===== src/rtl/timer_multi.sv =====
// Multi-channel down-counting timer: one shared prescaler tick drives CHANNELS
// independent one-shot/periodic counters, each with a sticky flag and an expiry pulse.
module timer_multi #(
  parameter int BITS          = 32,
  parameter int CHANNELS      = 4,
  parameter int PRESCALE_BITS = 8
) (
  input  logic                       clock,
  input  logic                       reset_n,
  input  logic [PRESCALE_BITS-1:0]   prescale,
  input  logic [CHANNELS*BITS-1:0]   load,
  input  logic [CHANNELS-1:0]        start,
  input  logic [CHANNELS-1:0]        stop,
  input  logic [CHANNELS-1:0]        periodic,
  input  logic [CHANNELS-1:0]        flag_clear,
  output logic [CHANNELS*BITS-1:0]   count,
  output logic [CHANNELS-1:0]        running,
  output logic [CHANNELS-1:0]        flag,
  output logic [CHANNELS-1:0]        expired,
  output logic                       irq
);

  localparam logic [PRESCALE_BITS-1:0] PRE_ONE = 1;
  localparam logic [BITS-1:0]          CNT_ONE = 1;

  typedef enum logic {IDLE = 1'b0, RUN = 1'b1} state_t;

  logic [PRESCALE_BITS-1:0] pre_cnt_reg;
  logic                     tick;

  // ">=" rather than "==" so that lowering prescale below pre_cnt ticks at once.
  assign tick = (pre_cnt_reg >= prescale);

  always_ff @(posedge clock or negedge reset_n) begin
    if (!reset_n) begin
      pre_cnt_reg <= '0;
    end else if (tick) begin
      pre_cnt_reg <= '0;
    end else begin
      pre_cnt_reg <= pre_cnt_reg + PRE_ONE;
    end
  end

  genvar gi;
  generate
    for (gi = 0; gi < CHANNELS; gi++) begin : g_chan
      state_t          state_reg;
      logic [BITS-1:0] count_reg;
      logic            flag_reg;
      logic            expired_reg;

      always_ff @(posedge clock or negedge reset_n) begin
        if (!reset_n) begin
          state_reg   <= IDLE;
          count_reg   <= '0;
          flag_reg    <= 1'b0;
          expired_reg <= 1'b0;
        end else begin
          expired_reg <= 1'b0;
          if (flag_clear[gi]) begin
            flag_reg <= 1'b0;
          end
          // Later assignments win, so an expiry set overrides a same-cycle clear.
          if (stop[gi]) begin
            state_reg <= IDLE;
          end else if (start[gi]) begin
            state_reg <= RUN;
            count_reg <= load[gi*BITS +: BITS];
            flag_reg  <= 1'b0;
          end else if (tick && state_reg == RUN) begin
            if (count_reg == '0) begin
              expired_reg <= 1'b1;
              flag_reg    <= 1'b1;
              if (periodic[gi]) begin
                count_reg <= load[gi*BITS +: BITS];
              end else begin
                state_reg <= IDLE;
              end
            end else begin
              count_reg <= count_reg - CNT_ONE;
            end
          end
        end
      end

      assign count[gi*BITS +: BITS] = count_reg;
      assign running[gi]            = (state_reg == RUN);
      assign flag[gi]               = flag_reg;
      assign expired[gi]            = expired_reg;
    end
  endgenerate

  assign irq = |flag;

endmodule


===== config.mk =====
export PLATFORM = sky130hd
export DESIGN_NAME = timer_multi
export DESIGN_NICKNAME = d
export VERILOG_FILES = /design/src/rtl/timer_multi.sv
export SDC_FILE = /design/constraint.sdc
export NUM_CORES = 1
export LEC_CHECK = 0
export ABC_AREA = 0
export BUFFER_PORTS_ARGS = -buffer_cell sky130_fd_sc_hd__buf_2
export CORE_UTILIZATION = 35
export DETAILED_ROUTE_END_ITERATION = 8
export PLACE_DENSITY = 0.63
export SETUP_SLACK_MARGIN = 0.15
export SLEW_MARGIN = 20
export SYNTH_ARGS = -nofsm -noshare
export SYNTH_HDL_FRONTEND = slang
export SYNTH_SLANG_ARGS = --single-unit

===== constraint.sdc =====
create_clock -name clock -period 4.92 [get_ports clock]
set_clock_uncertainty 0.15 [all_clocks]
set_input_delay 0.246 -clock clock [delete_from_list [all_inputs] [get_ports clock]]
set_output_delay 0.246 -clock clock [all_outputs]
set_load 0.05 [all_outputs]

==> results.md <==
- Die area: between 20000 and 30000 µm²
- Clock Tree Buf Depth: 2
- Width of the die: 170 µm
- # clock sinks: about 150
- Share of cells above drive strength 1: 0.250
- Vias in the first global route: 10600
- Initial antenna violation count: 2
- Top cell type's share of synthesized area: 0.375
- Sequential fraction of the synthesis area: 0.375
- FP Rows: 61
- Most frequent cells after synthesis: dfrtp_1 (148), nor2_1 (126), a21oi_1 (109)
- Routability cong.: 0.874
- Synth top area cells: dfrtp_1 (37%), a21oi_1 (5.5%), nor3_1 (5.1%), o21ai_0 (4.8%), nor2_1 (4.8%)
- Initial Utilization: 0.356
- Worst Path Max Fanout: 22
- Yosys top cell by area: dfrtp_1
- CTS Buf Count: 17
- CP delay by family, top: simple AND/OR/NAND/NOR gates
- Drt first pass iters: 7
- Final TNS setup: 0 ns
- Multi-input gate area: 5610 µm²
- Pin count of the biggest net entering global routing: 89
- Final ANT Viol Nets: 0
- Fin. max-slew vios: 0
- CTS H-tree lvls: 4
- I/O pin count: about 300
- Final hold vios: 0
- CP max stage delay: between 0.6 and 0.7 ns
- Status: complete, no violations
- Peak Freq: 264 MHz
- Post-synthesis cell area: 9880 µm²
- DR WL/cell: 18.2 µm
- Synth cell types: 71
- M1 wire length: 15500 µm
- Nets@finish: 1709
- Cells after Synth: 1208
- Critical Path, Cell by Cell: or4_1 -> nor4b_1 -> nand4_1 -> nand2_1 -> buf_4 -> o221ai_1 -> a22o_1
- Main synth FF type: dfrtp_1
- HP Class: input port to flop
- #FFs+latches synth: 148
- Final HPWL DP: between 20000 and 25000 µm
- CTS clk-pin slew, worst paths: 0.07 ns
- Setup CP Type: flop to flop
- IO Port Bufs: about 300
- GRT overflow: 0
- CTS tree: done
- Post-synth EDFFs: 0
- Vias: 11200
- Root Buffer: clkbuf_16
- Maximum Capacitance Violations: 0
- WL final: 35100 µm
- Register area: between 3000 and 4000 µm²
- DR top layer: met5
- Worst-Margin Slew: 0.947 ns
- Critical Path AT: 3.95 ns
- GRT Util Overall: 0.241
- Die Y: 170 µm
- CP endpoint kind: flop
- WP data required: between 5 and 6 ns
- Buf/Inv on CP: 1
- Pwr dens: 398 nW/µm²
- Worst path setup slack after routing: 1.13 ns
- Worst-Skew Late Latency: 0.43 ns
- Pleak: 5.51 nW
- First-pass GRT wire length: 55700 µm
- Crit start category: flop
- Top-count cell post-synth: dfrtp_1
- Cell area after layout: around 13000 µm²
- Filler cells: around 2700
- Metal2 WL: ~16000 µm
- Drt initial violations: 1034
- Total Power: 5.23 mW
- Post-layout util: 0.474
- Fin crit share: 0.770
- Final Setup Violations: 0
- Setup Buffers After CTS: 0
- Async set or reset register ratio after synthesis: 1.00
- Metal3 WL: 2440 µm
- DP Area: approximately 12000 µm²
- Mean Syn Cell Area: 8.18 µm²
- Ys Warns: 0
- Max-Slew Margin vs Limit: 0.369
- Residual DRC count: 0
- Slowest CP cell: or4_1
- Period minus WS final: about 3.8 ns
- Unrepaired setup endpoints after global routing: no
- Syn nets: 1379
- Max FFs per register: 128
- Max VDD drop: 0.240 mV
- Vias per cell: 5.79
- Layout area overhead: 33.2%
- Place WS: 1.24 ns
- Core Region: 27800 µm²
cell type report:
class / instances / share of cell area
repair buffers: 417 / 0.201
well taps: 378 / 0.0360
multi-input cells: 916 / 0.426
inverters: 38 / 0.0108
flip-flops and latches: 148 / 0.282
diodes: 2 / 0.000380
clock buffers: 18 / 0.0334
clock inverters: 14 / 0.0107
placed cells by master (no fill, tap or decap), types with 7 or more instances in the layout:
cell type | synthesis | final
a21o_1 | 7 | 7
a21oi_1 | 109 | 106
a221o_1 | 8 | 8
a22oi_1 | 8 | 8
a2bb2oi_1 | 39 | 39
a31oi_1 | 8 | 8
and3_1 | 9 | 9
buf_2 | 18 | 293
buf_4 | 12 | 27
clkbuf_16 | 0 | 17
dfrtp_1 | 148 | 148
dlygate4sd3_1 | 0 | 96
ha_1 | 17 | 17
inv_1 | 37 | 37
inv_6 | 0 | 7
mux2i_1 | 9 | 9
nand2_1 | 37 | 37
nand2b_1 | 11 | 11
nand3_1 | 47 | 47
nand4_1 | 23 | 23
nor2_1 | 126 | 126
nor3_1 | 101 | 101
nor4_1 | 49 | 49
o21ai_0 | 95 | 95
o221ai_1 | 10 | 10
o22a_1 | 8 | 8
o22ai_1 | 17 | 17
o2bb2ai_1 | 22 | 22
o31ai_1 | 25 | 23
or3_1 | 15 | 15
or4_1 | 13 | 13
metrics by stage:
step | cells | hold slack, ns
final | 1931 | 0.0130
after global routing | 1929 | 0.00905
after CTS | 1928 | 0.0000516
after detailed placement | 1801 | 0.256
after global placement | 1801 | 0.254
after floorplan | 1208 | -0.200
worst register-to-register path, cell delays in order, from the launching register on:
cell      delay (ns)
dfrtp_1         0.46
or4_1           0.66
nor4b_1         0.40
nand4_1         0.60
nand2_1         0.59
buf_4           0.34
o221ai_1        0.18
a22o_1          0.28
per-layer routing:
layer,GRT usage,vias to the layer above
li1,-,5268
met1,0.326,5352
met2,0.386,501
met3,0.0416,65
met4,0.0834,2
met5,0,-
kinds of logic (layout without fill, tap and decap cells):
family / after synthesis / after routing / share of synthesized area
AO/OA/AOI/OAI: 409 / 409 / 0.277
flip-flops: 148 / 148 / 0.375
AND/OR/NAND/NOR: 472 / 472 / 0.247
XOR/XNOR: 6 / 6 / 0.00532
adder cells (fa/ha/maj): 17 / 17 / 0.0215
multiplexers: 12 / 12 / 0.0125
other: 0 / 2 / 0
buffers and inverters: 144 / 487 / 0.0617
path summary, 6_finish.rpt:
path	to	startpoint	cells after the start	slack (ns)
worst min-delay path	g_chan[0].count_reg[11]	load[11]	3	0.01
worst max-delay path	g_chan[2].count_reg[9]	g_chan[2].count_reg[3]	7	1.13
worst max register to register	g_chan[2].count_reg[9]	g_chan[2].count_reg[3]	7	1.13
max in group asynchronous	g_chan[2].state_reg	reset_n	3	3.19
min in group asynchronous	g_chan[1].count_reg[7]	reset_n	2	0.33
worst min register to register	pre_cnt_reg[0]	pre_cnt_reg[0]	1	0.36
where the power goes:
part	switching [mW]	internal, mW
sequential	0.368	1.47
combinational	1.44	0.610
clock	0.614	0.729
repair_timing:
action / 4_1_cts / 5_1_grt
hold endpoints to repair: 178 / 1
hold buffers: 95 / 1
resized for setup: 0 / 0
(Power assumes the default switching activity.)
